[src/rtl/uart_rx_fifo.sv]
// uart_rx_fifo
// Receive-side byte FIFO placed behind a UART receiver. Bytes are written on
// the one-cycle rx_done strobe and presented first-word fall-through to the
// consumer with a valid/ready handshake. A sticky overrun flag records any
// byte dropped because the FIFO was full.
//
// Ports
//   clk          single clock, rising edge
//   rst          asynchronous reset, active low
//   wr_data      received byte
//   wr_en        one-cycle write strobe
//   rd_data      oldest stored byte (valid when rd_valid=1)
//   rd_valid     FIFO holds at least one byte
//   rd_ready     consumer accepts rd_data this cycle
//   count        number of stored bytes, 0..DEPTH
//   empty        count == 0
//   full         count == DEPTH
//   almost_full  count >= AF_LEVEL
//   overrun      sticky: a byte was dropped while full
//   ovr_clr      synchronous clear for overrun
module uart_rx_fifo #(
   parameter int DATA_W   = 8,
   parameter int DEPTH    = 16,
   parameter int AF_LEVEL = 12
) (
   input  logic                       clk,
   input  logic                       rst,
   input  logic [DATA_W-1:0]          wr_data,
   input  logic                       wr_en,
   output logic [DATA_W-1:0]          rd_data,
   output logic                       rd_valid,
   input  logic                       rd_ready,
   output logic [$clog2(DEPTH):0]     count,
   output logic                       empty,
   output logic                       full,
   output logic                       almost_full,
   output logic                       overrun,
   input  logic                       ovr_clr
);

   localparam int PTR_W = $clog2(DEPTH);
   localparam int CNT_W = PTR_W + 1;

   logic [DATA_W-1:0] mem [DEPTH];
   logic [PTR_W-1:0]  wr_ptr;
   logic [PTR_W-1:0]  rd_ptr;
   logic              rd_acc;
   logic              wr_acc;
   logic              drop;

   // Status flags decode only the registered count, so no input reaches them.
   assign empty       = (count == '0);
   assign full        = (count == CNT_W'(DEPTH));
   assign almost_full = (count >= CNT_W'(AF_LEVEL));
   assign rd_valid    = ~empty;
   assign rd_data     = mem[rd_ptr];

   // A full FIFO still takes a write when the same edge frees a slot.
   assign rd_acc = rd_valid & rd_ready;
   assign wr_acc = wr_en & (~full | rd_acc);
   assign drop   = wr_en & full & ~rd_acc;

   // Storage is never reset; only pointers and count define its contents.
   always_ff @(posedge clk) begin
      if (wr_acc) begin
         mem[wr_ptr] <= wr_data;
      end
   end

   // DEPTH is a power of two, so pointers wrap naturally at DEPTH-1 -> 0.
   always_ff @(posedge clk or negedge rst) begin
      if (!rst) begin
         wr_ptr  <= '0;
         rd_ptr  <= '0;
         count   <= '0;
         overrun <= 1'b0;
      end else begin
         if (wr_acc) begin
            wr_ptr <= wr_ptr + PTR_W'(1);
         end
         if (rd_acc) begin
            rd_ptr <= rd_ptr + PTR_W'(1);
         end
         case ({wr_acc, rd_acc})
            2'b10:   count <= count + CNT_W'(1);
            2'b01:   count <= count - CNT_W'(1);
            default: count <= count;
         endcase
         // A drop in the same cycle as a clear leaves the flag set.
         if (drop) begin
            overrun <= 1'b1;
         end else if (ovr_clr) begin
            overrun <= 1'b0;
         end
      end
   end

endmodule
[config.mk]
export PLATFORM = sky130hd
export DESIGN_NAME = uart_rx_fifo
export DESIGN_NICKNAME = d
export VERILOG_FILES = /design/src/rtl/uart_rx_fifo.sv
export SDC_FILE = /design/constraint.sdc
export NUM_CORES = 1
export LEC_CHECK = 0
export CAP_MARGIN = 20
export CELL_PAD_IN_SITES_DETAIL_PLACEMENT = 0
export CELL_PAD_IN_SITES_GLOBAL_PLACEMENT = 1
export CORE_MARGIN = 8
export CORE_UTILIZATION = 51
export CTS_CLUSTER_DIAMETER = 30
export CTS_CLUSTER_SIZE = 20
export DETAILED_ROUTE_END_ITERATION = 10
export MAX_ROUTING_LAYER = met4
export PLACE_DENSITY_LB_ADDON = 0.1
export SLEW_MARGIN = 10
export SYNTH_ARGS = -nofsm -noshare
export SYNTH_HDL_FRONTEND = slang
export SYNTH_SLANG_ARGS = --single-unit
export TNS_END_PERCENT = 20
[constraint.sdc]
create_clock -name clk -period 2.9 [get_ports clk]
set_clock_uncertainty 0.15 [all_clocks]
set_input_delay 0.58 -clock clk [delete_from_list [all_inputs] [get_ports clk]]
set_output_delay 0.58 -clock clk [all_outputs]
set_load 0.05 [all_outputs]
# After elaboration in Yosys (flattened, before gate mapping)

Memory sizes are Yosys's and may differ from the RTL's.
Index checks and enable logic that the tools add are counted.

Register bits after elaboration: 14
Bits in writable memories: 128
Memories: 1

Multiplexer cells: 5
$add $sub $neg: 4
Bitwise operators: 8
Order comparisons: 1
Eq/ne operators: 3
Reductions and logical operators: 3

Memory list:

| name | depth | width | rd ports | clocked after memory_dff | wr ports | RTL line | text |
|---|---|---|---|---|---|---|---|
| mem  | 16    | 8     | 1        | 0                        | 1        | 44       | `logic [DATA_W-1:0] mem [DEPTH];` |

Operators by type and width:

| kind                  | number |
|---|---|
| $pmux W5 S2           | 1 |
| $add A4 B1 Y4 const B | 2 |
| $add A5 B1 Y5 const B | 1 |
| $eq A5 B5 Y1 const B  | 1 |
| $ge A5 B4 Y1 const B  | 1 |
| $logic_not A5 Y1      | 1 |
| $sub A5 B1 Y5 const B | 1 |
| $and A1 B1 Y1         | 4 |
| $mux W1               | 4 |
| $reduce_bool A2 Y1    | 2 |
| $not A1 Y1            | 3 |
| $eq A2 B1 Y1 const B  | 1 |
| $eq A2 B2 Y1 const B  | 1 |
| $or A1 B1 Y1          | 1 |

# Depth between registers and ports, before layout

Gate-level depths: netlist (run 1).

Depth after elaboration: 7
Mapped depth: 9
Mapped depth without buffers: 9

# Worst setup path after synthesis (run 1)

OpenSTA, ideal clock, no wires.

Path type: register to register
Start: register count[1]
End: register count[4]
Setup time: 87 ps
Period minus slack after synthesis: 3212 ps
Arrival: 2976 ps
Setup slack: -312 ps
Path buffers: 0
Stages on the path, launching flop included: 10
Cell sequence: dfrtp_1 -> nor4_1 -> nand2b_1 -> nand3_1 -> inv_1 -> ha_1 -> nand2b_1 -> a2111o_1 -> o31a_1 -> o211ai_1

Longest elaborated chain between the ends: 7
Elaborated cells on any way between the ends: 13
Those cells by class: add/sub (2); eq/ne (3); mux (1); bitwise (5); reduce/logical (2)

RTL lines:

| element                                                  | RTL line | text |
|---|---|---|
| start, declared                                          | 33       | `output logic [$clog2(DEPTH):0] count,` |
| start signal, assigned                                   | 85       | `2'b10: count <= count + CNT_W'(1);` |
| start signal, assigned                                   | 86       | `2'b01: count <= count - CNT_W'(1);` |
| start signal, assigned                                   | 87       | `default: count <= count;` |
| $logic_not A5 Y1 (*)                                     | 52       | `assign empty = (count == '0);` |
| $not A1 Y1 (*)                                           | 55       | `assign rd_valid = ~empty;` |
| named net rd_valid                                       | 31       | `output logic rd_valid,` |
| $and A1 B1 Y1 (*)                                        | 59       | `assign rd_acc = rd_valid & rd_ready;` |
| $or A1 B1 Y1                                             | 60       | `assign wr_acc = wr_en & (~full \| rd_acc);` |
| $and A1 B1 Y1                                            | 60       |  |
| $eq A2 B1 Y1 / $eq A2 B2 Y1 (equally long branches)      | 84       | `case ({wr_acc, rd_acc})` |
| $pmux W5 S2 / $reduce_bool A2 Y1 (equally long branches) | --       |  |

Mark *: on every way through the listed nets, which the timed path passes. The rest lies on a longest branch.
A chain may end at the register's enable or synchronous reset.

# Worst setup path in the final report (run 1)

Start: register rd_ptr[0]
End: output port rd_data[1]

Longest elaborated chain between the ends: 1

RTL lines:

| element                | RTL line | text |
|---|---|---|
| start, declared        | 46       | `logic [PTR_W-1:0] rd_ptr;` |
| start signal, assigned | 82       | `rd_ptr <= rd_ptr + PTR_W'(1);` |
| $mem_v2 Z16 W8         | --       |  |
| end, declared          | 30       | `output logic [DATA_W-1:0] rd_data,` |

Every way passes these cells.

==> impl_results.md, run 1 <==
- CP arrival: 2.11 ns
- Slew HR: 54.7%
- Period utilisation layout: 97.9%
- Initial DRC count: 178
- Finish-stage setup viols: 0
- Worst setup EP type: output port
- Routed vias: 3037
- Vias/cell: 5.71
- Tightest Pin Transition: 0.677 ns
- Final wirelength: 11800 um
- # IOs: 31
- Setup crit start: rd_ptr[0]$_DFFE_PN0N_
- HPWL Detailed: 7250 um
- CP required: 2.17 ns
- Ys Warns: 0
- Leak: 2.52 nW
- Htree depth: 4
- Fin. Hold Viols: 0
- Place WS: 0.166 ns
- Status: finished, final reports clean
- Largest net degree at the start of global routing: 32
- Cell count after synthesis: 309
- Max Slew Vio Count: 0
- Syn nets: 331
- Chip Height: 122 um
- # rows: 39
- Ys async rst share: 9.86%
- Non-filler cells in the finished layout: 532
- Gpl congestion: 0.768
- Critical path class: flop to output port
- I/O Buffers: 30
- Final setup margin: 0.0620 ns
- Initial antenna violation count: 0
- Maxcap violations: 0
- Area Overhead vs Synth: 24.2%
- DRC: 0
- Starting Density: 51.4%
- Root buf cell: clkbuf_16
- Placed insts: 492
- Die X: 122 um
- Synth Flop Type: edfxtp_1
- Layout cells sized above 1: 30.8%
- Post-synthesis instance area: 5770 um^2
- Total CTS buffers: 17
- Core area: 11200 um^2
- RR Startpoint: count[1]$_DFFE_PN0P_
- Pre-Repair DR Iteration Count: 4
- Clock Tree Buf Depth: 2
- Area of the die: 15000 um^2
- Global router's overall resource usage: 17.1%
- Syn_area_per_cell: 18.7 um^2
- CTS sink cnt: 142
- CTS tree: built
- Wirelength per Cell: 22.3 um
- Synth cell types: 37
- Hold Crit Start: wr_ptr[3]$_DFFE_PN0P_
- Synth top area cells: edfxtp_1 67%, mux4_2 12%, dfrtp_1 6.1%, a22oi_1 2.1%, ha_1 1.7%
- Startpoint types: flop
- Hold Path Class: flop to flop
- GRT Residual Overflow: 0
- Vias in the first global route: 3143
- Register clock-pin slew on the reported worst setup and hold paths: 0.06 ns
- Nets: 398
- Diodes inserted: 0
- Largest area contributor in the synthesized netlist: edfxtp_1
- P per Cell Area: 1110 nW/um^2
- Synth top cells by count: 128 x edfxtp_1, 32 x mux4_2, 19 x nor2_1
- Synth Register Bits: 142
- Power, Total: 7.97 mW
- Peak VDD IR: 0.882 mV
- First-pass GRT wire length: 17900 um
- Critical Path Fanout Max: 6
- Final min period: 2.84 ns
- Latest clock arrival within the worst-skew pair: 0.41 ns
- Fmax: 352 MHz
- Count leader, synth: edfxtp_1
- Post-synthesis sequential area ratio: 72.7%
- Yosys top cell area share: 66.7%
- WHS: 0.336 ns
- EDFF count, synth: 128
- Detail Route Antenna Nets: 0
==> stage by stage <==
stage                     setup TNS [ns]  instance area [um^2]  utilization, %
after floorplan                        0                  5780               -
after global placement                 0                  6380            56.9
after detailed placement               0                  6380            56.9
after CTS                              0                  7000            62.4
after global routing             -0.0561                  7160            63.8
final                                  0                  7160            63.8
==> sequential cells by signal, summed over array words and instances (netlist names) <==
| register | count |
|---|---|
| mem | 128 |
| rd_ptr | 4 |
| count | 5 |
| overrun | 1 |
| wr_ptr | 4 |
==> repair_timing <==
action / 4_1_cts / 5_1_grt
gates cloned: 0 / 4
resized for setup: 4 / 5
endpoints found under the setup margin: 4 / 8
pin swaps: 0 / 2
buffers inserted: 0 / 4
hold buffers: 0 / 0
==> path summary, 6_finish.rpt <==
path | slack (ns) | depth (start not counted) | endpoint
min | 0.34 | 1 | wr_ptr[3]$_DFFE_PN0P_
max in group asynchronous | 1.69 | 1 | rd_ptr[0]$_DFFE_PN0N_
max reg2reg | 0.33 | 9 | count[4]$_DFFE_PN0P_
max | 0.06 | 6 | rd_data[1]
min in group asynchronous | 0.43 | 1 | wr_ptr[0]$_DFFE_PN0P_
min reg2reg | 0.34 | 1 | wr_ptr[3]$_DFFE_PN0P_
==> cell families after synthesis <==
family	count (synthesis)	synth area share (%)
flops	142	72.7
fa+ha+maj	9	2.08
simple gates	59	4.80
mux	35	13.1
xor+xnor	9	1.37
buf+inv	25	1.74
compound gates	30	4.14
==> cells in the final DEF, fill, tap and decap left out, types with 3 or more instances in the layout <==
| cell | instances |
|---|---|
| buf_4 | 35 |
| a22oi_1 | 11 |
| clkinv_2 | 4 |
| bufinv_16 | 3 |
| a22oi_2 | 5 |
| dfrtp_1 | 13 |
| mux4_2 | 32 |
| xnor2_1 | 6 |
| clkdlybuf4s50_1 | 19 |
| nor3_1 | 4 |
| xor2_1 | 3 |
| inv_1 | 8 |
| nand2_1 | 15 |
| buf_12 | 5 |
| edfxtp_1 | 128 |
| ha_1 | 8 |
| nand3_1 | 8 |
| clkinvlp_4 | 3 |
| nor2_1 | 19 |
| nand2b_1 | 3 |
| clkbuf_16 | 20 |
==> final cells by class <==
class | instances | area, um^2
Sequential cell | 142 | 4200
Fill cell | 808 | 4060
Multi-Input combinational cell | 142 | 1510
Timing Repair Buffer | 64 | 652
Clock buffer | 18 | 429
Tap cell | 143 | 179
Clock inverter | 14 | 168
Inverter | 9 | 33.8
==> metal layers <==
metal,part of all wire (%),vias to the layer above,track usage [%]
li1,-,1368,-
met1,42,1569,21.1
met2,52,96,27.2
met3,6.5,4,4.88
met4,0.41,0,5.18
met5,0,-,-
==> critical path: stages (launching register included) <==
cell and delay [ns]:
dfrtp_2 0.37, buf_12 0.14, buf_12 0.14, mux4_2 0.51, a22oi_1 0.22, nand2_1 0.11
buf_4 0.20
==> power breakdown <==
group / internal, mW / leakage, nW / switching (mW)
combinational: 1.35 / 0.911 / 1.76
sequential: 2.51 / 1.32 / 0.188
clock: 1.35 / 0.286 / 0.806
Power figures use the tool's default switching activity.
==> run 2: changes to the inputs <==
--- a/config.mk
+++ b/config.mk
@@ -9,11 +9,10 @@
 export CELL_PAD_IN_SITES_DETAIL_PLACEMENT = 0
 export CELL_PAD_IN_SITES_GLOBAL_PLACEMENT = 1
 export CORE_MARGIN = 8
-export CORE_UTILIZATION = 51
+export CORE_UTILIZATION = 40
 export CTS_CLUSTER_DIAMETER = 30
 export CTS_CLUSTER_SIZE = 20
 export DETAILED_ROUTE_END_ITERATION = 10
-export MAX_ROUTING_LAYER = met4
 export PLACE_DENSITY_LB_ADDON = 0.1
 export SLEW_MARGIN = 10
 export SYNTH_ARGS = -nofsm -noshare
==> run 2 against run 1 <==
Power fell by 2.7%; cell area is 0.47% lower; hold slack got worse by 0.0054 ns; sequential share of layout area rose by 0.28 points; utilization is 14 points lower; critical endpoint is now rd_data[2]; largest power group unchanged.
==> impl_results.md, run 2 (same netlist as run 1, synthesis figures left out) <==
- Status: finished, final reports clean (unchanged)
- Fillcell total: 1233 (was 808)
- Non-filler cells in the finished layout: 572 (was 532)
- RSZ-0062 raised after global routing: no
- CP required: 2.17 ns (about the same)
- Routed vias: 3002 (was 3037)
- Final wirelength: 12100 um (was 11800 um)
- Reg2Reg Setup Slack: 0.37 ns (was 0.33 ns)
- Layout cells sized above 1: 30.9% (was 30.8%)
- Max reg flops: 128 (unchanged)
- Hold Crit Start: wr_ptr[3]$_DFFE_PN0P_ (unchanged)
- Area of the die: 18500 um^2 (was 15000 um^2)
- Critical Path End: rd_data[2] (was rd_data[1])
- Startpoint types: flop (unchanged)
- Starting Density: 40.3% (was 51.4%)
- CTS tree: built (unchanged)
- CP peak stage delay: 0.51 ns (about the same)
- Global router's overall resource usage: 14.4% (was 17.1%)
- Setup crit start: rd_ptr[0]$_DFFE_PN0N_ (unchanged)
- First-pass GRT wire length: 18900 um (was 17900 um)
- Met2 wire length: 5990 um (was 6100 um)
- Nets: 397 (was 398)
- Root buf cell: clkbuf_16 (unchanged)
- Post-route setup TNS: 0 ns (unchanged)
- Wirelength per Cell: 21.2 um (was 22.3 um)
- Finish-stage setup viols: 0 (unchanged)
- Area of the multi-input gates: 1550 um^2 (was 1510 um^2)
- Gpl congestion: 0.758 (was 0.768)
- P per Cell Area: 1090 nW/um^2 (was 1110 nW/um^2)
- Critical path class: flop to output port (unchanged)
- Fmax: 355 MHz (was 352 MHz)
- Max Slew Vio Count: 0 (unchanged)
- DRC: 0 (unchanged)
- Critical path depth: 5 (was 6)
- Total CTS buffers: 17 (unchanged)
- Detail Route Antenna Nets: 0 (unchanged)
- Period utilisation layout: 97.2% (was 97.9%)
- # rows: 44 (was 39)
- Met3 WL post-DR: 478 um (was 768 um)
- RR Startpoint: count[1]$_DFFE_PN0P_ (unchanged)
- Top Registers: mem (128), count (5) (unchanged)
- Placed insts: 538 (was 492)
- Slowest CP cell: mux4_2 (unchanged)
- FF+latch area: 4200 um^2 (unchanged)
- Register clock-pin slew on the reported worst setup and hold paths: 0.05 ns (was 0.06 ns)
- Initial DRC count: 159 (was 178)
- Area Overhead vs Synth: 23.6% (was 24.2%)
- Final min period: 2.82 ns (was 2.84 ns)
- Slew HR: 52.1% (was 54.7%)
- Largest Register: mem (unchanged)
- Pre-Repair DR Iteration Count: 4 (unchanged)
- Final instance area: 7130 um^2 (was 7160 um^2)
- Peak VDD IR: 0.573 mV (was 0.882 mV)
- Critical Path Fanout Max: 11 (was 6)
- Most frequent cells in the layout: 128 x edfxtp_1, 34 x buf_4, 32 x mux4_2 (was 128 x edfxtp_1, 35 x buf_4, 32 x mux4_2)
- Die X: 136 um (was 122 um)
- Leak: 2.47 nW (was 2.52 nW)
- Largest net degree at the start of global routing: 33 (was 32)
- Clock Tree Buf Depth: 2 (unchanged)
- WHS: 0.331 ns (was 0.336 ns)
- Cell chain of the critical path: buf_12, mux4_2, a22oi_2, nand2_1, buf_4 (was buf_12, buf_12, mux4_2, a22oi_1, nand2_1, buf_4)
- Diodes inserted: 0 (unchanged)
- Vias in the first global route: 3179 (was 3143)
- Final core utilization: 49.8% (was 63.8%)
- Htree depth: 4 (unchanged)
- Tightest Pin Transition: 0.717 ns (was 0.677 ns)
- Fin. Hold Viols: 0 (unchanged)
- Initial antenna violation count: 0 (unchanged)
- Area of placed instances: 6470 um^2 (was 6380 um^2)
- Vias/cell: 5.25 (was 5.71)
- Delay-heaviest family, CP: multiplexers (unchanged)
- Met1 wire length: 5530 um (was 4920 um)
- CTS sink cnt: 142 (unchanged)
- Maxcap violations: 0 (unchanged)
- Most common cell after layout, fill and taps aside: edfxtp_1 (unchanged)
- CP arrival: 2.09 ns (was 2.11 ns)
- I/O Buffers: 30 (unchanged)
- GRT Residual Overflow: 0 (unchanged)
- Buf+Inv Stages, Crit Path: 2 (was 3)
- Hold Path Class: flop to flop (unchanged)
- R2R Path End: count[4]$_DFFE_PN0P_ (unchanged)
- Latest clock arrival within the worst-skew pair: 0.41 ns (about the same)
- Worst setup EP type: output port (unchanged)
- Post-CTS Hold Buffers: 0 (unchanged)
- Top routing layer in use: met4 (unchanged)
- Reg2Reg Depth: 9 (unchanged)
- Chip Height: 136 um (was 122 um)
- Core area: 14300 um^2 (was 11200 um^2)
- HPWL Detailed: 7800 um (was 7250 um)
- # IOs: 31 (unchanged)
[run 2: repair_timing]
action	4_1_cts	5_1_grt
buffers inserted	2	0
setup endpoints to repair	7	7
pin swaps	0	4
resized for setup	9	13
gates cloned	1	0
hold endpoints to repair	0	0
[run 2: worst min-delay path by stage]
stage                     cells after the start                    end  slack, ns
after global placement                        1  wr_ptr[3]$_DFFE_PN0P_       0.33
after detailed placement                      1  wr_ptr[3]$_DFFE_PN0P_       0.32
after floorplan                               0   count[0]$_DFFE_PN0P_       0.13
after CTS                                     1  wr_ptr[3]$_DFFE_PN0P_       0.33
after global routing                          1  wr_ptr[3]$_DFFE_PN0P_       0.35
final                                         1  wr_ptr[3]$_DFFE_PN0P_       0.33
[run 2: power breakdown]
group          leakage, nW  switching, mW  internal (mW)
Clock                0.261          0.751           1.25
Combinational        0.883           1.76           1.29
Sequential            1.32          0.193           2.51
[run 2: stage by stage]
step | worst slack [ns] | total power, mW
5_1_grt | 0.00363 | 8.15
4_1_cts | 0.00258 | 7.80
3_3_place_gp | 0.244 | 5.62
2_1_floorplan | 0.00349 | 4.67
6_report | 0.0822 | 7.75
3_5_place_dp | 0.219 | 5.63
[run 2: area by class of cell]
type                       instances  share of cell area, %
sequential                       142                   58.8
multi-input combinational        142                   21.7
timing repair buffer              63                   8.16
clock buffer                      23                   6.28
tap                              184                   3.23
clock inverter                     9                   1.32
inverter                           9                  0.474
[run 2: metal layers]
layer  up-vias  global-route usage (%)
met2        74                    22.6
met4         0                    6.04
met5         -                       0
li1       1371                       -
met1      1548                    18.4
met3         9                    4.07
[run 2: worst register-to-register path: cells and delay by family (launching register included)]
| family | cells | cell delay (ns) |
|---|---|---|
| buffers and inverters | 1 | 0.09 |
| flip-flops | 1 | 0.45 |
| adder cells (fa/ha/maj) | 1 | 0.32 |
| AND/OR/NAND/NOR | 4 | 0.78 |
| AO/OA/AOI/OAI | 3 | 0.65 |
